<file path="config.mk">
export PLATFORM = sky130hd
export DESIGN_NAME = accum_frame_adder
export DESIGN_NICKNAME = d
export VERILOG_FILES = /design/src/rtl/accum_frame_adder.sv
export SDC_FILE = /design/constraint.sdc
export NUM_CORES = 1
export LEC_CHECK = 0
export ABC_AREA = 1
export CAP_MARGIN = 20
export CORE_MARGIN = 4
export CORE_UTILIZATION = 35
export CTS_CLUSTER_SIZE = 25
export DETAILED_ROUTE_END_ITERATION = 8
export GPL_ROUTABILITY_DRIVEN = 0
export MAX_ROUTING_LAYER = met4
export RECOVER_POWER = 25
export SETUP_SLACK_MARGIN = 0.5
export SLEW_MARGIN = 25
export SYNTH_ARGS = -nofsm -noshare
export SYNTH_HDL_FRONTEND = slang
export SYNTH_SLANG_ARGS = --single-unit
export TNS_END_PERCENT = 10
</file>
<file path="constraint.sdc">
create_clock -name clk -period 1.3 [get_ports clk]
set_input_delay 0.195 -clock clk [delete_from_list [all_inputs] [get_ports clk]]
set_output_delay 0.195 -clock clk [all_outputs]
set_load 0.005 [all_outputs]
</file>
<file path="src/rtl/accum_frame_adder.sv">
// -----------------------------------------------------------------------------
// accum_frame_adder
//
// Framed, back-pressured accumulator stage. Operands arrive over a valid/ready
// handshake; exactly OPS operands are summed per frame. The frame total, a
// sticky carry flag and the operand count are then presented on the output
// side and held until the downstream stage accepts them.
//
// Parameters
//   WIDTH      operand / sum width in bits (default 4)
//   OPS        operands per frame, legal range 1..15 (default 4)
//
// Ports
//   clk        single clock, rising edge
//   rst        asynchronous, active-high reset
//   clear      synchronous frame abort (drops any partial or held result)
//   in_valid   operand present on in_data
//   in_ready   block can take an operand this cycle
//   in_data    operand
//   out_valid  frame result present
//   out_ready  downstream takes the result
//   out_sum    frame sum (accumulator register)
//   out_carry  sticky flag: a carry-out occurred somewhere in the frame
//   out_count  operands accepted in the current or last frame
//
// Build option
//   ACCUM_SAT_EN  when defined, an add that carries out saturates the
//                 accumulator to all-ones instead of wrapping.
// -----------------------------------------------------------------------------
module accum_frame_adder #(
  parameter int WIDTH = 4,
  parameter int OPS   = 4
) (
  input  logic             clk,
  input  logic             rst,
  input  logic             clear,
  input  logic             in_valid,
  output logic             in_ready,
  input  logic [WIDTH-1:0] in_data,
  output logic             out_valid,
  input  logic             out_ready,
  output logic [WIDTH-1:0] out_sum,
  output logic             out_carry,
  output logic [3:0]       out_count
);

  typedef enum logic [1:0] {
    S_IDLE = 2'b00,
    S_ACC  = 2'b01,
    S_HOLD = 2'b10,
    S_BAD  = 2'b11
  } state_t;

  // Count value at which the next accept is the last operand of the frame.
  localparam logic [3:0] LAST_CNT = 4'(OPS - 1);

  state_t           state_q, state_d;
  logic [WIDTH-1:0] acc_q, acc_d;
  logic [3:0]       cnt_q, cnt_d;
  logic             carry_q, carry_d;

  logic [WIDTH:0]   sum_full;
  logic             accept;

  // in_ready looks only at state, clear and rst so no input-to-output
  // combinational path exists through the data side. The unreachable 2'b11
  // encoding is excluded so a corrupted state never swallows an operand.
  assign in_ready = !rst && !clear && ((state_q == S_IDLE) || (state_q == S_ACC));
  assign accept   = in_valid && in_ready;

  // One extra bit captures the carry-out of this add.
  assign sum_full = {1'b0, acc_q} + {1'b0, in_data};

  assign out_valid = (state_q == S_HOLD);
  assign out_sum   = acc_q;
  assign out_carry = carry_q;
  assign out_count = cnt_q;

  always_comb begin
    state_d = state_q;
    acc_d   = acc_q;
    cnt_d   = cnt_q;
    carry_d = carry_q;

    if (clear) begin
      state_d = S_IDLE;
      acc_d   = '0;
      cnt_d   = '0;
      carry_d = 1'b0;
    end else begin
      case (state_q)
        S_IDLE: begin
          if (accept) begin
            // First operand of a frame overwrites the previous result.
            acc_d   = in_data;
            cnt_d   = 4'd1;
            carry_d = 1'b0;
            state_d = (OPS == 1) ? S_HOLD : S_ACC;
          end
        end

        S_ACC: begin
          if (accept) begin
            carry_d = carry_q | sum_full[WIDTH];
`ifdef ACCUM_SAT_EN
            // Once saturated the accumulator is all-ones, so any further
            // non-zero add carries out again and it stays pinned.
            acc_d = sum_full[WIDTH] ? {WIDTH{1'b1}} : sum_full[WIDTH-1:0];
`else
            acc_d = sum_full[WIDTH-1:0];
`endif
            cnt_d = cnt_q + 4'd1;
            if (cnt_q == LAST_CNT) begin
              state_d = S_HOLD;
            end
          end
        end

        S_HOLD: begin
          // Result registers are left untouched on release; they remain
          // visible until the next frame's first accept.
          if (out_ready) begin
            state_d = S_IDLE;
          end
        end

        default: begin
          state_d = S_IDLE;
          acc_d   = '0;
          cnt_d   = '0;
          carry_d = 1'b0;
        end
      endcase
    end
  end

  always_ff @(posedge clk or posedge rst) begin
    if (rst) begin
      state_q <= S_IDLE;
      acc_q   <= '0;
      cnt_q   <= '0;
      carry_q <= 1'b0;
    end else begin
      state_q <= state_d;
      acc_q   <= acc_d;
      cnt_q   <= cnt_d;
      carry_q <= carry_d;
    end
  end

endmodule

</file>
==> qor.yml, run 1 <==
rsz0062_at_grt: "yes"
max-cap-violations: 0
ant_nets: 0
start_util: 0.3800
finalSetupViolCount: 4
ys_warn_count: 0
drt_iter0_markers: 5
crit_fanout: 2
cpPeakStageDelay_ns: 0.52
period_needed_ns: 1.415
outcome: "complete, but fails checks"
powerDensity_nw_per_um2: 804.2
grt_pass1_wl_mm: 3.277
fin_nets: 156
violations: "setup timing"
dieArea_um2: 3009
syn_inst: 103
first_pass_iters: 4
area_delta_synth_final_pct: 49.35
cts_buffers: 3
critical_path_class: "register to register"
maxSlewHeadroom: 0.6031
gr-total-overflow: 0
slowest_stage: "fa_2"
routed_wl_mm: 1.939
slew_violations: 0
timing.final.crit_share: 1.088
path_cells: "ha_2, inv_2, fa_2, o22ai_2, nand2_1, o21ai_0"
min_path_type: "input port to asynchronous set/reset pin"
endpoint_kind: "register"
synth.avg_cell_area_um2: 7.459
syn-num-nets: 118
vias: 786
cts_tree: "built"
grt_pass1_vias: 808
portBuffers: 19
path_clk_slew_ns: 0.08
syn_area_um2: 768.2
crit_arrival_ns: 1.57
yosysSeqAreaShare: 0.3583
clockBufferDepth: 2
rows: 16
ctsHoldBuffers: 0
cts-root-buf: "clkbuf_4"
clock.fmax_ghz: 0.7069
p_leak_nw: 0.5839
die_w_um: 54.85
htreeDepth: 1
ys_ff_latch: 11
synth_cell_types: 23
dieHeight_um: 54.85
setup_slack_ns: -0.1146
start_kind: "register"
route.detailed.drc: 0
tightest_slew_ns: 0.5953
avgViaCountPerCell: 4.707
boundaryPins: 20
insertedDiodeCount: 0
wl_per_cell_um: 11.61
track_usage: 0.1561
drive_gt1_frac: 0.3429
hold_violations: 0
hpwlAfterDp_mm: 1.462
grt_max_degree: 13
finalPower_uw: 922.7
grt_antenna_before_repair: 0
insertion_delay_ns: 0.27
core_um2: 2022
cts_sinks: 11
setup_tns_ns: -0.2943
skew_ns: 0.004938
required_ns: 1.46
peakVddDrop_mv: 0.5863
## worst max-delay path, delay by kind of cell (launching register included)
family                     cells  cell delay, ns
DFF                            1            0.36
and+or+nand+nor                1            0.06
AOI/OAI and AO/OA              2            0.14
buffers and inverters          1            0.04
adders and majority gates      2            0.71
## cells in the mapped netlist
cell,number,area (um2)
nand2_1,29,108.9
inv_1,15,56.30
dfrtp_1,11,275.3
nor2_1,8,30.03
nand3_1,6,30.03
a21oi_1,5,25.02
ha_1,5,62.56
o21ai_0,5,25.02
inv_2,2,7.510
nand2_2,2,12.51
nand3_2,2,20.02
nor3_1,2,10.01
a21o_1,1,7.510
a22o_1,1,8.760
buf_6,1,11.26
fa_1,1,20.02
nand2_4,1,11.26
nor2_2,1,6.260
nor2_4,1,11.26
o211ai_1,1,7.510
o21bai_1,1,7.510
o22ai_1,1,6.260
o31ai_1,1,7.510
## layer usage
layer  part of all wire  GRT usage  wire [um]  up-vias
met5                  0          -          0        -
met1               0.46     0.1947        898      363
met4              0.014    0.05809         28        0
met2               0.48     0.2520        925       16
li1                   -          -          -      403
met3              0.045    0.02452         87        4
## layout make-up
class / count / area [um2]
fillers: 198 / 874.6
multi-input cells: 74 / 465.4
flip-flops and latches: 11 / 275.3
repair buffers: 34 / 272.8
inverters: 17 / 73.82
well taps: 27 / 33.78
clock buffers: 4 / 26.28
## per-stage QoR
step           cell area (um2)  utilization  hold slack (ns)  cells  setup slack (ns)
2_1_floorplan            768.2            -          0.05546    103          -0.06693
3_3_place_gp              1071       0.5297           0.4950    160           -0.4912
3_5_place_dp              1071       0.5297           0.4997    160           -0.4954
4_1_cts                   1111       0.5495           0.1072    165           -0.1362
5_1_grt                   1147       0.5675           0.3079    167           -0.2047
6_report                  1147       0.5675           0.2457    167           -0.1146
## sequential cells by signal, summed over array words and instances (netlist names)
name,flops
out_count,4
out_sum,4
out_carry,1
state_q,2
## what timing repair did
action	CTS	global route
endpoints found under the setup margin	22	22
buffers inserted	1	2
pin swaps	7	7
gates resized for setup	59	10
## logic make-up after synthesis
kind of cell | share of synthesized area
and+or+nand+nor | 0.3127
buffers and inverters | 0.09772
adders and majority gates | 0.1075
DFF | 0.3583
AOI/OAI and AO/OA | 0.1238
## path summary, 6_finish.rpt
kind | cells after the start | end | start | slack [ns]
min in group clk | 4 | out_sum[0] | in_data[0] | 0.41
max in group asynchronous | 3 | out_count[2] | rst | 0.67
max reg2reg | 6 | out_sum[1] | out_sum[0] | -0.11
max | 6 | out_sum[1] | out_sum[0] | -0.11
min reg2reg | 2 | out_carry | out_carry | 0.51
min | 3 | state_q[0] | rst | 0.25
## layout by cell type (no fill, tap or decap), drive strengths merged
| master | n |
|---|---|
| nor2 | 10 |
| nand3 | 8 |
| o211ai | 1 |
| nand2 | 32 |
| a21o | 1 |
| inv | 17 |
| o21bai | 1 |
| nor3 | 2 |
| buf | 24 |
| clkbuf | 5 |
| fa | 1 |
| o21ai | 5 |
| dfrtp | 11 |
| o22ai | 1 |
| dlygate4sd2 | 3 |
| ha | 5 |
| clkdlybuf4s50 | 6 |
| a22o | 1 |
| a21oi | 5 |
| o31ai | 1 |
## where the power goes
| group | switching, mW | leakage [nW] | internal [mW] |
|---|---|---|---|
| Sequential | 0.0185 | 0.147 | 0.364 |
| Clock | 0.124 | 0.0150 | 0.119 |
| Combinational | 0.145 | 0.422 | 0.152 |
Power figures use the tool's default switching activity.
==> run 2, diff against run 1 <==
--- a/config.mk
+++ b/config.mk
@@ -9,7 +9,6 @@
 export CAP_MARGIN = 20
 export CORE_MARGIN = 4
 export CORE_UTILIZATION = 35
-export CTS_CLUSTER_SIZE = 25
 export DETAILED_ROUTE_END_ITERATION = 8
 export GPL_ROUTABILITY_DRIVEN = 0
 export MAX_ROUTING_LAYER = met4
==> results of run 2 <==
No change in the layout: final DEF, timing and power equal those of run 1.
